## src/rtl/baud_tick_gen.sv

```systemverilog
// Runtime-programmable baud tick generator: integer+fractional divisor, mid-bit
// sample pulse, end-of-bit pulse, resync for RX start-edge phase alignment.
module baud_tick_gen #(
  parameter int DIV_W    = 16,
  parameter int FRAC_W   = 4,
  parameter int DEF_DIV  = 434,
  parameter int DEF_FRAC = 0
) (
  input  logic              clk,
  input  logic              rst_n,
  input  logic              baud_en,
  input  logic [DIV_W-1:0]  div_int,
  input  logic [FRAC_W-1:0] div_frac,
  input  logic              div_load,
  input  logic              resync,
  output logic              sample_pulse,
  output logic              bit_pulse,
  output logic              cfg_err
);

  // ST_ARM: next RUN cycle is cnt=0 of a fresh period whose length is not yet latched
  typedef enum logic {ST_ARM, ST_RUN} state_t;

  state_t              state_q, state_d;
  logic [DIV_W-1:0]    pint_q, pint_d, aint_q, aint_d, cnt_q, cnt_d;
  logic [FRAC_W-1:0]   pfrac_q, pfrac_d, afrac_q, afrac_d, acc_q, acc_d;
  logic [DIV_W:0]      len_q, len_d, len_cur, len_start, len_wrap;
  logic [FRAC_W:0]     sum_start, sum_wrap;
  logic                samp_q, samp_d, bit_q, bit_d, err_q, err_d;
  logic                at_mid, at_end;

  assign sum_start = {1'b0, acc_q} + {1'b0, afrac_q};
  assign sum_wrap  = {1'b0, acc_q} + {1'b0, pfrac_q};
  assign len_start = {1'b0, aint_q} + {{DIV_W{1'b0}}, sum_start[FRAC_W]};
  // at a wrap the pending divisor becomes active, so the next length uses it directly
  assign len_wrap  = {1'b0, pint_q} + {{DIV_W{1'b0}}, sum_wrap[FRAC_W]};
  assign len_cur   = (state_q == ST_RUN) ? len_q : len_start;
  assign at_mid    = ({1'b0, cnt_q} == (len_cur >> 1));
  assign at_end    = ({1'b0, cnt_q} == (len_cur - {{DIV_W{1'b0}}, 1'b1}));

  always_comb begin
    state_d = state_q;
    pint_d  = pint_q;
    pfrac_d = pfrac_q;
    aint_d  = aint_q;
    afrac_d = afrac_q;
    cnt_d   = cnt_q;
    acc_d   = acc_q;
    len_d   = len_q;
    samp_d  = 1'b0;
    bit_d   = 1'b0;
    err_d   = err_q;

    if (div_load) begin
      pfrac_d = div_frac;
      if (div_int < DIV_W'(4)) begin
        pint_d = DIV_W'(4);
        err_d  = 1'b1;
      end else begin
        pint_d = div_int;
        err_d  = 1'b0;
      end
    end

    if (!baud_en || resync) begin
      state_d = ST_ARM;
      cnt_d   = '0;
      acc_d   = '0;
      aint_d  = pint_q;
      afrac_d = pfrac_q;
    end else begin
      samp_d = at_mid;
      bit_d  = at_end;
      if (at_end) begin
        state_d = ST_RUN;
        cnt_d   = '0;
        aint_d  = pint_q;
        afrac_d = pfrac_q;
        acc_d   = sum_wrap[FRAC_W-1:0];
        len_d   = len_wrap;
      end else begin
        cnt_d = cnt_q + 1'b1;
        if (state_q == ST_ARM) begin
          state_d = ST_RUN;
          acc_d   = sum_start[FRAC_W-1:0];
          len_d   = len_start;
        end
      end
    end
  end

  always_ff @(posedge clk or negedge rst_n) begin
    if (!rst_n) begin
      state_q <= ST_ARM;
      pint_q  <= DIV_W'(DEF_DIV);
      aint_q  <= DIV_W'(DEF_DIV);
      pfrac_q <= FRAC_W'(DEF_FRAC);
      afrac_q <= FRAC_W'(DEF_FRAC);
      cnt_q   <= '0;
      acc_q   <= '0;
      len_q   <= (DIV_W+1)'(DEF_DIV);
      samp_q  <= 1'b0;
      bit_q   <= 1'b0;
      err_q   <= 1'b0;
    end else begin
      state_q <= state_d;
      pint_q  <= pint_d;
      aint_q  <= aint_d;
      pfrac_q <= pfrac_d;
      afrac_q <= afrac_d;
      cnt_q   <= cnt_d;
      acc_q   <= acc_d;
      len_q   <= len_d;
      samp_q  <= samp_d;
      bit_q   <= bit_d;
      err_q   <= err_d;
    end
  end

  assign sample_pulse = samp_q;
  assign bit_pulse    = bit_q;
  assign cfg_err      = err_q;

endmodule
```

## config.mk

```make
export PLATFORM = sky130hd
export DESIGN_NAME = baud_tick_gen
export DESIGN_NICKNAME = d
export VERILOG_FILES = /design/src/rtl/baud_tick_gen.sv
export SDC_FILE = /design/constraint.sdc
export NUM_CORES = 1
export LEC_CHECK = 0
export ABC_AREA = 1
export CAP_MARGIN = 10
export CELL_PAD_IN_SITES_DETAIL_PLACEMENT = 0
export CELL_PAD_IN_SITES_GLOBAL_PLACEMENT = 1
export CORE_MARGIN = 5
export CORE_UTILIZATION = 35
export CTS_CLUSTER_DIAMETER = 100
export DETAILED_ROUTE_END_ITERATION = 6
export PLACE_DENSITY = 0.77
export RECOVER_POWER = 50
export SLEW_MARGIN = 25
export SYNTH_ARGS = -nofsm -noshare
export SYNTH_HDL_FRONTEND = slang
export SYNTH_SLANG_ARGS = --single-unit
```

## constraint.sdc

```tcl
create_clock -name clk -period 4.75 [get_ports clk]
set_input_delay 0.7125 -clock clk [delete_from_list [all_inputs] [get_ports clk]]
set_output_delay 0.7125 -clock clk [all_outputs]
set_load 0.02 [all_outputs]
```

* After elaboration in Yosys (flattened, before gate mapping) *
Cells that the tools add are included.

word-level totals
  memory bits (read-only) = 0
  bits in latches = 0
  memories kept = 0
  output and inout port bits = 3
  logic and storage cells = 40
  RAM bits = 0
  input bits = 25
  flip-flop bits (word level) = 81

cells by class
  multiply operators = 0
  $lt $le $gt $ge = 1
  reduce and logical (&&, ||, !) cells = 3
  divide/modulo/power cells = 0
  equal/unequal tests = 3
  shift-type cells = 0
  bitwise gates (word level) = 0
  add/sub/neg operators = 6
  mux-type cells = 16

operators by type and width
  operator                                                                       count
  16-bit two-way mux                                                             5
  16-bit by 1-bit adder with 17-bit output                                       2
  17-bit two-way mux                                                             2
  4-bit two-way mux                                                              5
  16-bit by 17-bit equality test with 1-bit output                               1
  17-bit by 1-bit subtractor with 17-bit output, second input constant           1
  16-bit by 1-bit adder with 16-bit output, second input constant                1
  16-bit equality test                                                           1
  16-bit by 3-bit less-than comparator with 1-bit output, second input constant  1
  4-bit by 4-bit adder with 5-bit output                                         2
  1-bit two-way mux                                                              4
  3-bit by 1-bit inequality test with 1-bit output, second input constant        1
  2-bit nonzero test                                                             1
  1-bit zero test                                                                1
  1-bit logical OR                                                               1

* Depth between registers and ports, before layout *
Gate-level depths: netlist of run 1.

  depth in word-level cells = 7
  depth in mapped cells = 29

* Worst setup path before layout of run 1 *
No wires, ideal clock.

  path type = register to register
  start point = reg acc_q[0]
  end point = reg aint_q[3]
  arrival = 3433 ps
  cell stages (with the launch flop) = 27
  path slack = 1192 ps
  path buffers = 1
  path through = dfrtp_1 -> ha_1 -> inv_1 -> fa_1 -> o21ai_0 -> ha_1 -> ha_1 -> inv_1 -> nand2_1 -> nand2_1 -> ha_1 -> inv_1 -> nor2_1 -> nand2_1 -> nor2_1 -> nand2_1 -> nor2_4 -> nand2_1 -> clkinv_1 -> nand3_1 -> nand2_1 -> inv_2 -> nor2_4 -> nand3_4 -> nand2_2 -> buf_2 -> o21ai_1

on the way
  cells in the longest elaborated chain, start to end = 6

RTL lines
  item                                              RTL line  text
  start, declared                                   26        logic [FRAC_W-1:0] pfrac_q, pfrac_d, afrac_q, afrac_d, acc_q, acc_d;
  start signal, assigned                            100       acc_q <= '0;
  start signal, assigned                            112       acc_q <= acc_d;
  4-bit by 4-bit adder with 5-bit output            32        assign sum_start = {1'b0, acc_q} + {1'b0, afrac_q};
  16-bit by 1-bit adder with 17-bit output          34        assign len_start = {1'b0, aint_q} + {{DIV_W{1'b0}}, sum_start[FRAC_W]};
  17-bit two-way mux                                n/a
  17-bit by 1-bit subtractor with 17-bit output     39        assign at_end = ({1'b0, cnt_q} == (len_cur - {{DIV_W{1'b0}}, 1'b1}));
  16-bit by 17-bit equality test with 1-bit output  39
  2-bit nonzero test (no source line)               n/a
  end signal, assigned                              96        aint_q <= DIV_W'(DEF_DIV);
  end signal, assigned                              108       aint_q <= aint_d;
  end, declared                                     25        logic [DIV_W-1:0] pint_q, pint_d, aint_q, aint_d, cnt_q, cnt_d;

Every way passes these cells.
A chain may end at the register's enable or synchronous reset.

* Worst setup path in the final report of run 1 *
  start point = reg acc_q[0]
  end point = reg acc_q[1]

on the way
  cells in the longest elaborated chain, start to end = 7

RTL lines
  item                                              RTL line  text
  4-bit by 4-bit adder with 5-bit output            32
  16-bit by 1-bit adder with 17-bit output          34
  17-bit two-way mux                                n/a
  17-bit by 1-bit subtractor with 17-bit output     39
  16-bit by 17-bit equality test with 1-bit output  39
  4-bit two-way mux                                 74        if (at_end) begin
  4-bit two-way mux                                 65        if (!baud_en || resync) begin

Several ways; a longest one is shown, not always the timed one. The select of a mux whose other input is x is not followed.

==> results list, run 1 <==
- The worst hold path belongs to the class register to register.
- Net switching is 30.93% of the power.
* Maximum operating frequency: 0.2317 GHz
- CTS tree: built
- Net count after synthesis: between 800 and 900
- The worst pin sits at a relative slew slack of -95.35%.
- For this design the top-level I/O count stands at 28.
- Peak supply drop: about 0.00015 V
- For this run the aggregate overflow at the end of global routing stands at 0.
* Slowest stage cell, crit path: fa_1
* Buffer type at the clock tree root: clkbuf_16
- Most common cell after layout, fill and taps aside: nand2_1
- Vertical die dimension: approximately 140 um
- Maximum cell stage delay along the critical path: 400 ps
- Entering global routing, the biggest net connects between 50 and 60 pins.
- Setup repair after global routing missed its margin: no
* Estimated wirelength of the detail-placed design: between 10 and 15 mm
- Number of storage elements in the synthesis netlist: roughly 80
- Fin. Hold Viols: 0
* Die boundary width: about 140 um
- H-tree levels: 3
- Share of final-layout standard cells stronger than drive strength 1: about a tenth
- Period utilisation layout: 90.86%
- Among the stages of the critical path, the cell type that occurs most often is nand2_1.
* Initial antenna violation count: 0
- Number of DRC markers in iteration 0: 338
* Number of cells on the worst hold path: 2
- The final reports fail on max-capacitance violations, max-slew violations.
- Port buffering added 27 buffers.
- Final count of negative-setup-slack endpoints: 0
* Power per cell area: a little over 300 nW/um^2
* Clock slew at the register clock pins of the worst setup and hold paths: roughly 60 ps
- Critical path arrival: around 4500 ps
* Worst hold slack: 492.1 ps
* Final Instance Area: ~6600 sq um
- The top cell types in the final layout, fill and taps aside, are nand2_1 (276), nand3_1 (125), inv_1 (82), dfrtp_1 (66), nor2_1 (64).
- Synthesis instantiated between 40 and 50 different standard cells from the library.
* R2r worst-path depth: 28
- In the synthesized netlist, the number of instances is 858.
* Sequential fraction of design power: 41.1%
* Placement-stage cell area: between 6000 and 7000 sq um
- Summed over all cells, the static leakage comes to about 3.1 nW.
* Run status: finished, violations left
- At the later pin of the worst-skew pair, clock insertion delay measures ~330 ps.
- Mean cell area of the mapped netlist: between 6 and 7 sq um
- Synthesized area: about 5800 sq um
- The core region is approximately 16000 sq um.
- The number of pins with negative max-slew slack in the final report is between 50 and 60.
- Crit path capture type: register
- Sequential element share of the synthesized area: a little over a third
* Util after Layout: between 40% and 50%
* Iteration count of the initial detailed-routing pass: 5
- Crit path max fanout: 32
* Warnings from Yosys: 0
* CTS Buf Count: 9
- Final setup skew: 9.427 ps
- Int Power: about 0.0014 W
* Combinational fraction of design power: 22.6%
- Total power draw: between 0.0015 and 0.002 W
- Summed over all nets, the switching power comes to around 0.0006 W.
- Drt total wl: approximately 15 mm
* Deepest clock path buffer count: 2
- The first global-routing pass estimated 26.02 mm of wire.
- Via count of the first global-routing pass: slightly above 5k
- The number of antenna diodes in the final layout is 0.
* Setup TNS after final layout: 0 ps
- FP Rows: 47
* Required time at the endpoint of the critical path: around 5000 ps
- The area growth from synthesis to layout is 13.36%.
- Summing over every cut layer, the via total after detailed routing is between 5k and 6k.
- In the final design database the tool counted 920 nets.
- Worst Tran Pin Value: between 2000 and 3000 ps
- For the finished layout, the period the worst path requires is 4316 ps.
- The initial utilization of the core area, before any placement, comes to a little over a third.
* DRC viols: 0
* Number of antenna-violating nets in the routed design: 0
- The worst setup path is launched from a register.
- In this run, the clock network consumes around 36% of the power.
* Max cap viols: 1
* Setup Crit Path Kind: register to register
* Gpl congestion: between 0.8 and 0.9
- Average wire per cell in the routed design: between 10 and 15 um
- The die covers 19350 sq um.
* Number of sinks on the clock net: between 80 and 90
* Total GRT Usage: between 10% and 20%
* Via-per-instance ratio: roughly 4.8
- Number of buffers added to fix hold violations after cts: 0
[power groups by stage]
stage	Sequential [W]	Clock, W	Combinational, W
3_3_place_gp	0.000831	0	0.000454
4_1_cts	0.000820	0.000746	0.000456
6_report	0.000821	0.000726	0.000453
2_1_floorplan	0.000815	0	0.000336
3_5_place_dp	0.000832	0	0.000454
5_1_grt	0.000831	0.000777	0.000525
[Yosys cell counts, drive strengths merged]
| master | n | area share (%) |
|---|---|---|
| nand2 | 293 | 20 |
| nand3 | 129 | 12 |
| inv | 92 | 5.9 |
| nor2 | 81 | 6.6 |
| dfrtp | 66 | 28 |
| o21ai | 37 | 3.2 |
| xor2 | 23 | 3.5 |
| a21oi | 17 | 1.6 |
| buf | 16 | 1.7 |
| dfstp | 15 | 6.8 |
| nand4 | 15 | 1.6 |
| nor3 | 15 | 1.3 |
| ha | 14 | 3.0 |
| clkbuf | 9 | 0.58 |
| or2 | 8 | 0.86 |
| nor4 | 6 | 0.64 |
| o22ai | 5 | 0.54 |
| nor3b | 3 | 0.64 |
| clkinv | 2 | 0.13 |
| fa | 2 | 0.69 |
| o221ai | 2 | 0.30 |
| xnor2 | 2 | 0.30 |
| a2111oi | 1 | 0.15 |
| a211oi | 1 | 0.13 |
| a31o | 1 | 0.15 |
| o2111ai | 1 | 0.15 |
| o21bai | 1 | 0.13 |
| or4 | 1 | 0.13 |
[final cells by class]
class,instances,area (sq um)
fillers,1773,9852
multi-input cells,658,3304
flip-flops and latches,81,2046
inverters,94,352.8
repair buffers,35,330.3
well taps,220,275.3
clock buffers,13,240.2
clock inverters,3,65.06
[flip-flops by register name (all words and copies together), names as in the netlist]
| signal | flops |
|---|---|
| acc_q | 4 |
| afrac_q | 4 |
| aint_q | 16 |
| bit_pulse | 1 |
| cfg_err | 1 |
| cnt_q | 16 |
| len_q | 17 |
| pfrac_q | 4 |
| pint_q | 16 |
| sample_pulse | 1 |
| state_q | 1 |
[worst max-delay path, delay by kind of cell (launching register included)]
| family | cells | cell delay [ps] |
|---|---|---|
| AO/OA/AOI/OAI | 1 | 280 |
| adder cells (fa/ha/maj) | 5 | 1340 |
| buffers and inverters | 5 | 480 |
| flip-flops | 1 | 380 |
| AND/OR/NAND/NOR | 17 | 1720 |
[cells by family after synthesis]
family	synth area share, %
adders and majority gates	3.689
buffers and inverters	8.342
AOI/OAI and AO/OA	6.305
and+or+nand+nor	42.85
DFF	35.06
xor gates and xnor gates	3.753
[per-stage QoR]
stage / worst slack (ps) / std cells
floorplan: 1192 / 858
global placement: 342.5 / 1088
detailed placement: 271.4 / 1088
CTS: 224.4 / 1104
global route: 6.140 / 1104
finish: 434.1 / 1104
[timing repair]
action / 4_1_cts / 5_1_grt
resized for setup: 0 / 1
setup buffers: 0 / 0
setup endpoints to repair: 0 / 45
endpoints found under the hold margin: 0 / 0
[worst paths after layout]
kind,slack (ps),end,from
setup / recovery,430,acc_q[1],acc_q[0]
hold / removal,490,pint_q[4],pint_q[4]
min in group asynchronous,1320,sample_pulse,rst_n
setup reg to reg,430,acc_q[1],acc_q[0]
hold reg to reg,490,pint_q[4],pint_q[4]
max in group asynchronous,1440,pint_q[6],rst_n
[layer usage]
layer  track usage, %  wire length [um]  part of all wire (%)  vias to the layer above
li1                 -                 -                     -                     2820
met1            23.79              7811                    52                     2431
met2            25.47              6619                    44                       86
met3            1.862               470                   3.1                       12
met4            4.171               151                   1.0                        0
met5                0                 0                     0                        -
Note: power is estimated with default switching activity, not from simulation.
==> inputs of run 2 (changes only) <==
CORE_UTILIZATION = 30   (was 35)
PLACE_DENSITY = 0.69   (was 0.77)
==> run 2 against run 1 <==
The flow still finishes with violations (max-capacitance violations, max-slew violations). Clock skew is 1.2 ps lower. Hold slack hardly changed. Maximum frequency is 1.3% higher. Critical path type unchanged. Via count is 0.43% higher. Wire length is 5.4% higher. Core utilization is 5.1 points lower. First-iteration DRC count is 15% lower.
==> results list, run 2 (synthesis results as in run 1) <==
- Run status: finished, violations left
* Violated checks: max-capacitance violations, max-slew violations
- The via count of the first global-routing pass is between 5k and 6k.
- Count of pins on the block boundary: 28
- Via-per-instance ratio: roughly 4.7
- Input/output buffers: 27
- In the finished design, the share of the clock period the worst path needs comes to 89.65%.
- Gpl congestion: roughly 0.86
- Placement-stage cell area: around 6400 sq um
* Setup repair after global routing missed its margin: no
* Fin. Hold Viols: 0
- Average wire per cell in the routed design: 13.74 um
* Final count of negative-setup-slack endpoints: 0
- By startpoint and endpoint, the worst setup path is classified as register to register.
- Routed signal wires occupy layers up through met4.
- Core Area: approximately 19000 sq um
- Deepest clock path buffer count: 2
- After routing the design area is approximately 6800 sq um.
* Crit path max fanout: 31
- Power per cell area: 304.5 nW/um^2
- Number of DRC markers in iteration 0: approximately 290
- In this run the tightest slew margin relative to its limit is -91.62%.
* Estimated wirelength of the detail-placed design: 12.19 mm
* Number of sinks on the clock net: between 80 and 90
* Vertical die dimension: ~150 um
- Initial antenna violation count: 0
* Sum of overflow across all layers after global routing: 0
- Data arrives at the worst endpoint at 4530 ps.
- Required time at the endpoint of the critical path: between 5000 and 6000 ps
- Total length of routed met3 wires: between 400 and 500 um
* Max FFs per register: 17
* Maximum number of pins on one net before global-route repair: 56
* Met2 wirelength from detailed routing: ~7.0 mm
- Antenna fix cells: 0
* Synth-to-Final Area Change: 16.28%
- H-tree levels: 3
- Starting Density: 30.18%
- WL met1: a little over 8 mm
- Peak supply drop: 0.0001287 V
* Buffer type at the clock tree root: clkbuf_16
- For this block, the via count after detailed routing is 5372.
* Number of antenna-violating nets in the routed design: 0
* Total power draw: roughly 0.0021 W
- Share of final-layout standard cells stronger than drive strength 1: between 10% and 20%
* Final setup skew: about 8.2 ps
- Global-route wire length before repair: around 27 mm
- Slew Viols, Final: 56
* CTS Buf Count: 9
- Drt total wl: ~16 mm
- At the pin with the least slew margin, the transition time is roughly 2900 ps.
- Summed over all cells, the static leakage comes to around 3.2 nW.
- After clock tree synthesis, the clock-pin slew on the worst setup and hold paths is 60 ps.
- The die is roughly 150 um wide.
- The die covers about 22000 sq um.
- Startpoint kind of the worst setup timing path: register
- At the end of the flow, the number of nets in the layout was ~930.
- Crit path capture type: register
* Number of buffers added to fix hold violations after cts: 0
* DRC viols: 0
* Most common cell after layout, fill and taps aside: nand2_1
- At the placement stage, the worst setup path has a slack of about 120 ps.
- The tool flagged a number of max-cap violations equal to 1.
- After layout, the minimum clock period comes to between 4000 and 5000 ps.
* Util after Layout: 35.09%
* CTS tree: built
- The later pin in the worst-skew pair is clocked with a latency of ~340 ps.
- Commonest cells after routing, fill and taps aside: nand2_1 (276), nand3_1 (125), inv_1 (82), dfrtp_1 (66), nor2_1 (64)
* Maximum operating frequency: roughly 0.23 GHz
* Reg with most FFs: len_q
- Global routing used about 15% of the available tracks.
* FP Rows: about 50
- Iteration count of the initial detailed-routing pass: 5
* Type of the most critical hold path: register to register
* Setup TNS after final layout: 0 ps
* Smallest setup slack after layout: ~490 ps
-- run 2: cell count changes in the layout (fill, tap and decap cells not counted), moves of 2 or more --
cell | previous run | this run
buf_4 | 5 | 9
buf_12 | 1 | 3
inv_6 | 0 | 2
clkbuf_8 | 0 | 2
clkbuf_1 | 6 | 2
-- run 2: per-layer routing --
layer / up-vias / track usage [%]
met5: - / 0
met1: 2442 / 21.23
li1: 2830 / -
met4: 0 / 4.989
met3: 18 / 1.575
met2: 82 / 23.91
-- run 2: layout make-up --
| type | count | area (sq um) |
|---|---|---|
| clock inverters | 5 | 85.08 |
| inverters | 94 | 352.8 |
| multi-input cells | 658 | 3316 |
| repair buffers | 41 | 400.4 |
| clock buffers | 11 | 252.7 |
| fillers | 2114 | 12550 |
| flip-flops and latches | 81 | 2046 |
| well taps | 265 | 331.6 |
-- run 2: power by group --
part,internal [W],switching (W)
Clock,0.000493,0.000292
Combinational,0.000160,0.000301
Sequential,0.000763,0.0000559
-- run 2: worst paths after layout --
path	from	to	slack [ps]	cells past startpoint
max	acc_q[0]	aint_q[5]	490	27
min	len_q[7]	len_q[7]	490	2
max reg2reg	acc_q[0]	aint_q[5]	490	27
min reg2reg	len_q[7]	len_q[7]	490	2
max in group asynchronous	rst_n	cnt_q[5]	1470	2
min in group asynchronous	rst_n	sample_pulse	1290	1
-- run 2: through the flow --
stage          instances  hold slack (ps)
4_1_cts             1150            434.8
6_report            1155            492.1
2_1_floorplan        858            416.9
3_5_place_dp        1134            470.3
3_3_place_gp        1134            473.1
5_1_grt             1155            511.6
-- run 2: critical path, cell delays in order (launching register included) --
cell and delay [ps]:
dfrtp_1 380, ha_1 150, inv_1 60, fa_1 410
o21ai_2 240, ha_2 280, ha_1 240, inv_1 60
nand2_1 50, nand2_1 140, ha_1 180, inv_1 50
nor2_1 140, nand2_1 110, nor2_1 100, nand2_1 100
nor2_4 170, nand2_1 70, nand2_1 70, nand2_1 50
nor2_1 150, nand2_1 100, nor2_2 150, nand3_4 160
nand2_4 200, buf_12 210, nor2_1 70, a21oi_2 90
-- run 2: what timing repair did --
action | 4_1_cts | 5_1_grt
setup endpoints to repair | 0 | 57
setup buffers | 0 | 5
gates resized for setup | 0 | 4
==> inputs of run 3 (changes only) <==
CORE_ASPECT_RATIO = 1.5   (was not set)
CTS_CLUSTER_DIAMETER = 60   (was 100)
==> run 3 against run 2 <==
Clock power shrank 11%. Maximum frequency grew 4.0%. Die area grew 0.26%. The run still ends with max-capacitance violations, max-slew violations left. Global-route usage grew 0.22 points. Critical endpoint is now acc_q[0]. Count of clock-buffer cells in the layout shrank 1. Via count grew 0.43%.
==> results list, run 3 (synthesis results as in run 1) <==
- The flow ran to the end, but the final reports show violations.
- The checks that failed: max-capacitance violations, max-slew violations.
- For this run, the top clock speed supported by timing is about 0.24 GHz.
- Between clock sinks in the finished design, the worst skew comes to ~9.4 ps.
- Across all layers, the routed design uses ~5.4k vias.
* Initial antenna violation count: 0
- Fin. Hold Viols: 0
- After layout, the worst path uses a little under nine tenths of the clock period.
- Post-CTS Setup Bufs: 0
- Worst Tran Pin Value: 2075 ps
- Util after Layout: between 30% and 40%
* Number of DRC markers in iteration 0: ~260
- Starting Density: 30.45%
- The post-route netlist has 11.34% of its cells at a drive strength greater than 1.
* Gpl congestion: about 0.87
- In this run the worst path has a maximum fanout of 21.
* Final Instance Area: around 6700 sq um
- Die boundary width: between 100 and 150 um
- Startpoint kind of the worst setup timing path: register
* Via count of the first global-routing pass: about 5.4k
- Max cap viols: 2
- Slowest stage cell, crit path: fa_1
- For this run, the slowest stage of the critical path takes 400 ps.
* Setup repair after global routing missed its margin: no
* Total GRT Usage: ~15%
* Input/output buffers: 27
* Most common cell after layout, fill and taps aside: nand2_1
- The design draws between 0.0015 and 0.002 W.
- Reg with most FFs: len_q
- Setup violations remaining at the end of the flow were counted as 0.
- STA puts the critical path data arrival time at 4310 ps.
- Iteration count of the initial detailed-routing pass: 5
- The number of antenna diodes in the final layout is 0.
- The number of pins with negative max-slew slack in the final report was 80.
- Maximum number of pins on one net before global-route repair: 45
- The clock passes through at most 2 buffers.
- In this run the cell area measured after placement is around 6400 sq um.
- Peak supply drop: around 0.00017 V
- Commonest cells after routing, fill and taps aside: nand2_1 (276), nand3_1 (125), inv_1 (82), dfrtp_1 (66), nor2_1 (64)
* Resized Gates After CTS: 0
- Clock slew at the register clock pins of the worst setup and hold paths: 70 ps
- Number of buffers added to fix hold violations after cts: 0
- DRC viols: 0
- For this design the static power due to leakage is between 3 and 4 nW.
* CTS Buf Count: 9
- For this design the top-level I/O count stands at 28.
- Measured against its own limit, the worst slew margin works out to -38.31%.
- The detail route stage leaves a number of antenna-violating nets equal to 0.
- Buffer type at the clock tree root: clkbuf_16
* Via-per-instance ratio: between 4 and 5
* Vertical die dimension: 180.8 um
- Dividing the detail-routed wire length by the instance count gives 14.19 um.
- Setup TNS after final layout: 0 ps
- Relative to the synthesized area, the layout overhead comes to 14.78%.
- For this run, the post-layout net count is between 900 and 1k.
- The HPWL after detailed placement is ~13 mm.
* Clock latency on the worst-skew pair: between 300 and 400 ps
- Cell type with the highest occurrence count on the critical path: nand2_1
* Drt total wl: 16.28 mm
- STA classifies the critical path endpoint as a register.
- Global-route wire length before repair: 26.91 mm
- The register with the most flip-flops in the layout has 17 of them.
- Sum of overflow across all layers after global routing: 0
- Minimum period implied by the final worst setup slack: 4095 ps
- In this run the core area contains 62 standard-cell rows.
- The core region is ~19000 sq um.
* H-tree levels: 3
* Setup Crit Path Kind: register to register
- Required time at the endpoint of the critical path: about 5000 ps
- The path class of the tightest hold or removal check is register to register.
* Die area: ~22000 sq um
- Clock tree synthesis found a total of between 80 and 90 sinks.
- Power per cell area: around 300 nW/um^2
- TritonCTS built the clock tree.
-- run 3: cell types whose count changed in the layout (fill, tap and decap cells not counted), sizes merged --
cell,previous run,this run
clkinv,2,5
inv,94,92
bufinv,2,1
clkinvlp,1,2
-- run 3: final timing paths --
| check | startpoint | end | slack (ps) | cells past startpoint |
|---|---|---|---|---|
| worst max-delay path | acc_q[0] | acc_q[0] | 650 | 29 |
| worst min-delay path | len_q[11] | len_q[11] | 490 | 2 |
| worst max register to register | acc_q[0] | acc_q[0] | 650 | 29 |
| worst min register to register | len_q[11] | len_q[11] | 490 | 2 |
| max in group asynchronous | rst_n | cnt_q[5] | 1720 | 2 |
| min in group asynchronous | rst_n | aint_q[2] | 970 | 1 |
-- run 3: final cells by class --
cell class	instances	area, sq um
clock inverters	6	60.06
clock buffers	10	229.0
well taps	256	320.3
repair buffers	42	379.1
inverters	94	352.8
flip-flops and latches	81	2046
fillers	2141	12460
multi-input cells	658	3309
-- run 3: stage by stage --
stage               std cells  setup slack [ps]  hold WS [ps]
finish                   1147             654.7         487.7
global route             1147             201.1         509.1
global placement         1131             719.7         472.2
CTS                      1147             621.6         357.1
detailed placement       1131             666.8         474.9
floorplan                 858              1192         416.9
-- run 3: per-layer routing --
metal  wire [um]  track usage (%)
met1        6721            17.74
met2        8739            27.97
met3         278            1.220
met4         535            5.942
met5           0                0
-- run 3: critical path: cells and delay by family (launching register included) --
kind            cells  cell delay (ps)
buf+inv             7              670
fa+ha+maj           5             1120
compound gates      1              180
simple gates       16             1640
flops               1              380
-- run 3: power by group --
part	total, W	switching (W)	internal, W
clock	0.000697	0.000292	0.000405
combinational	0.000459	0.000298	0.000161
sequential	0.000819	0.0000558	0.000763
total	0.00198	0.000646	0.00133
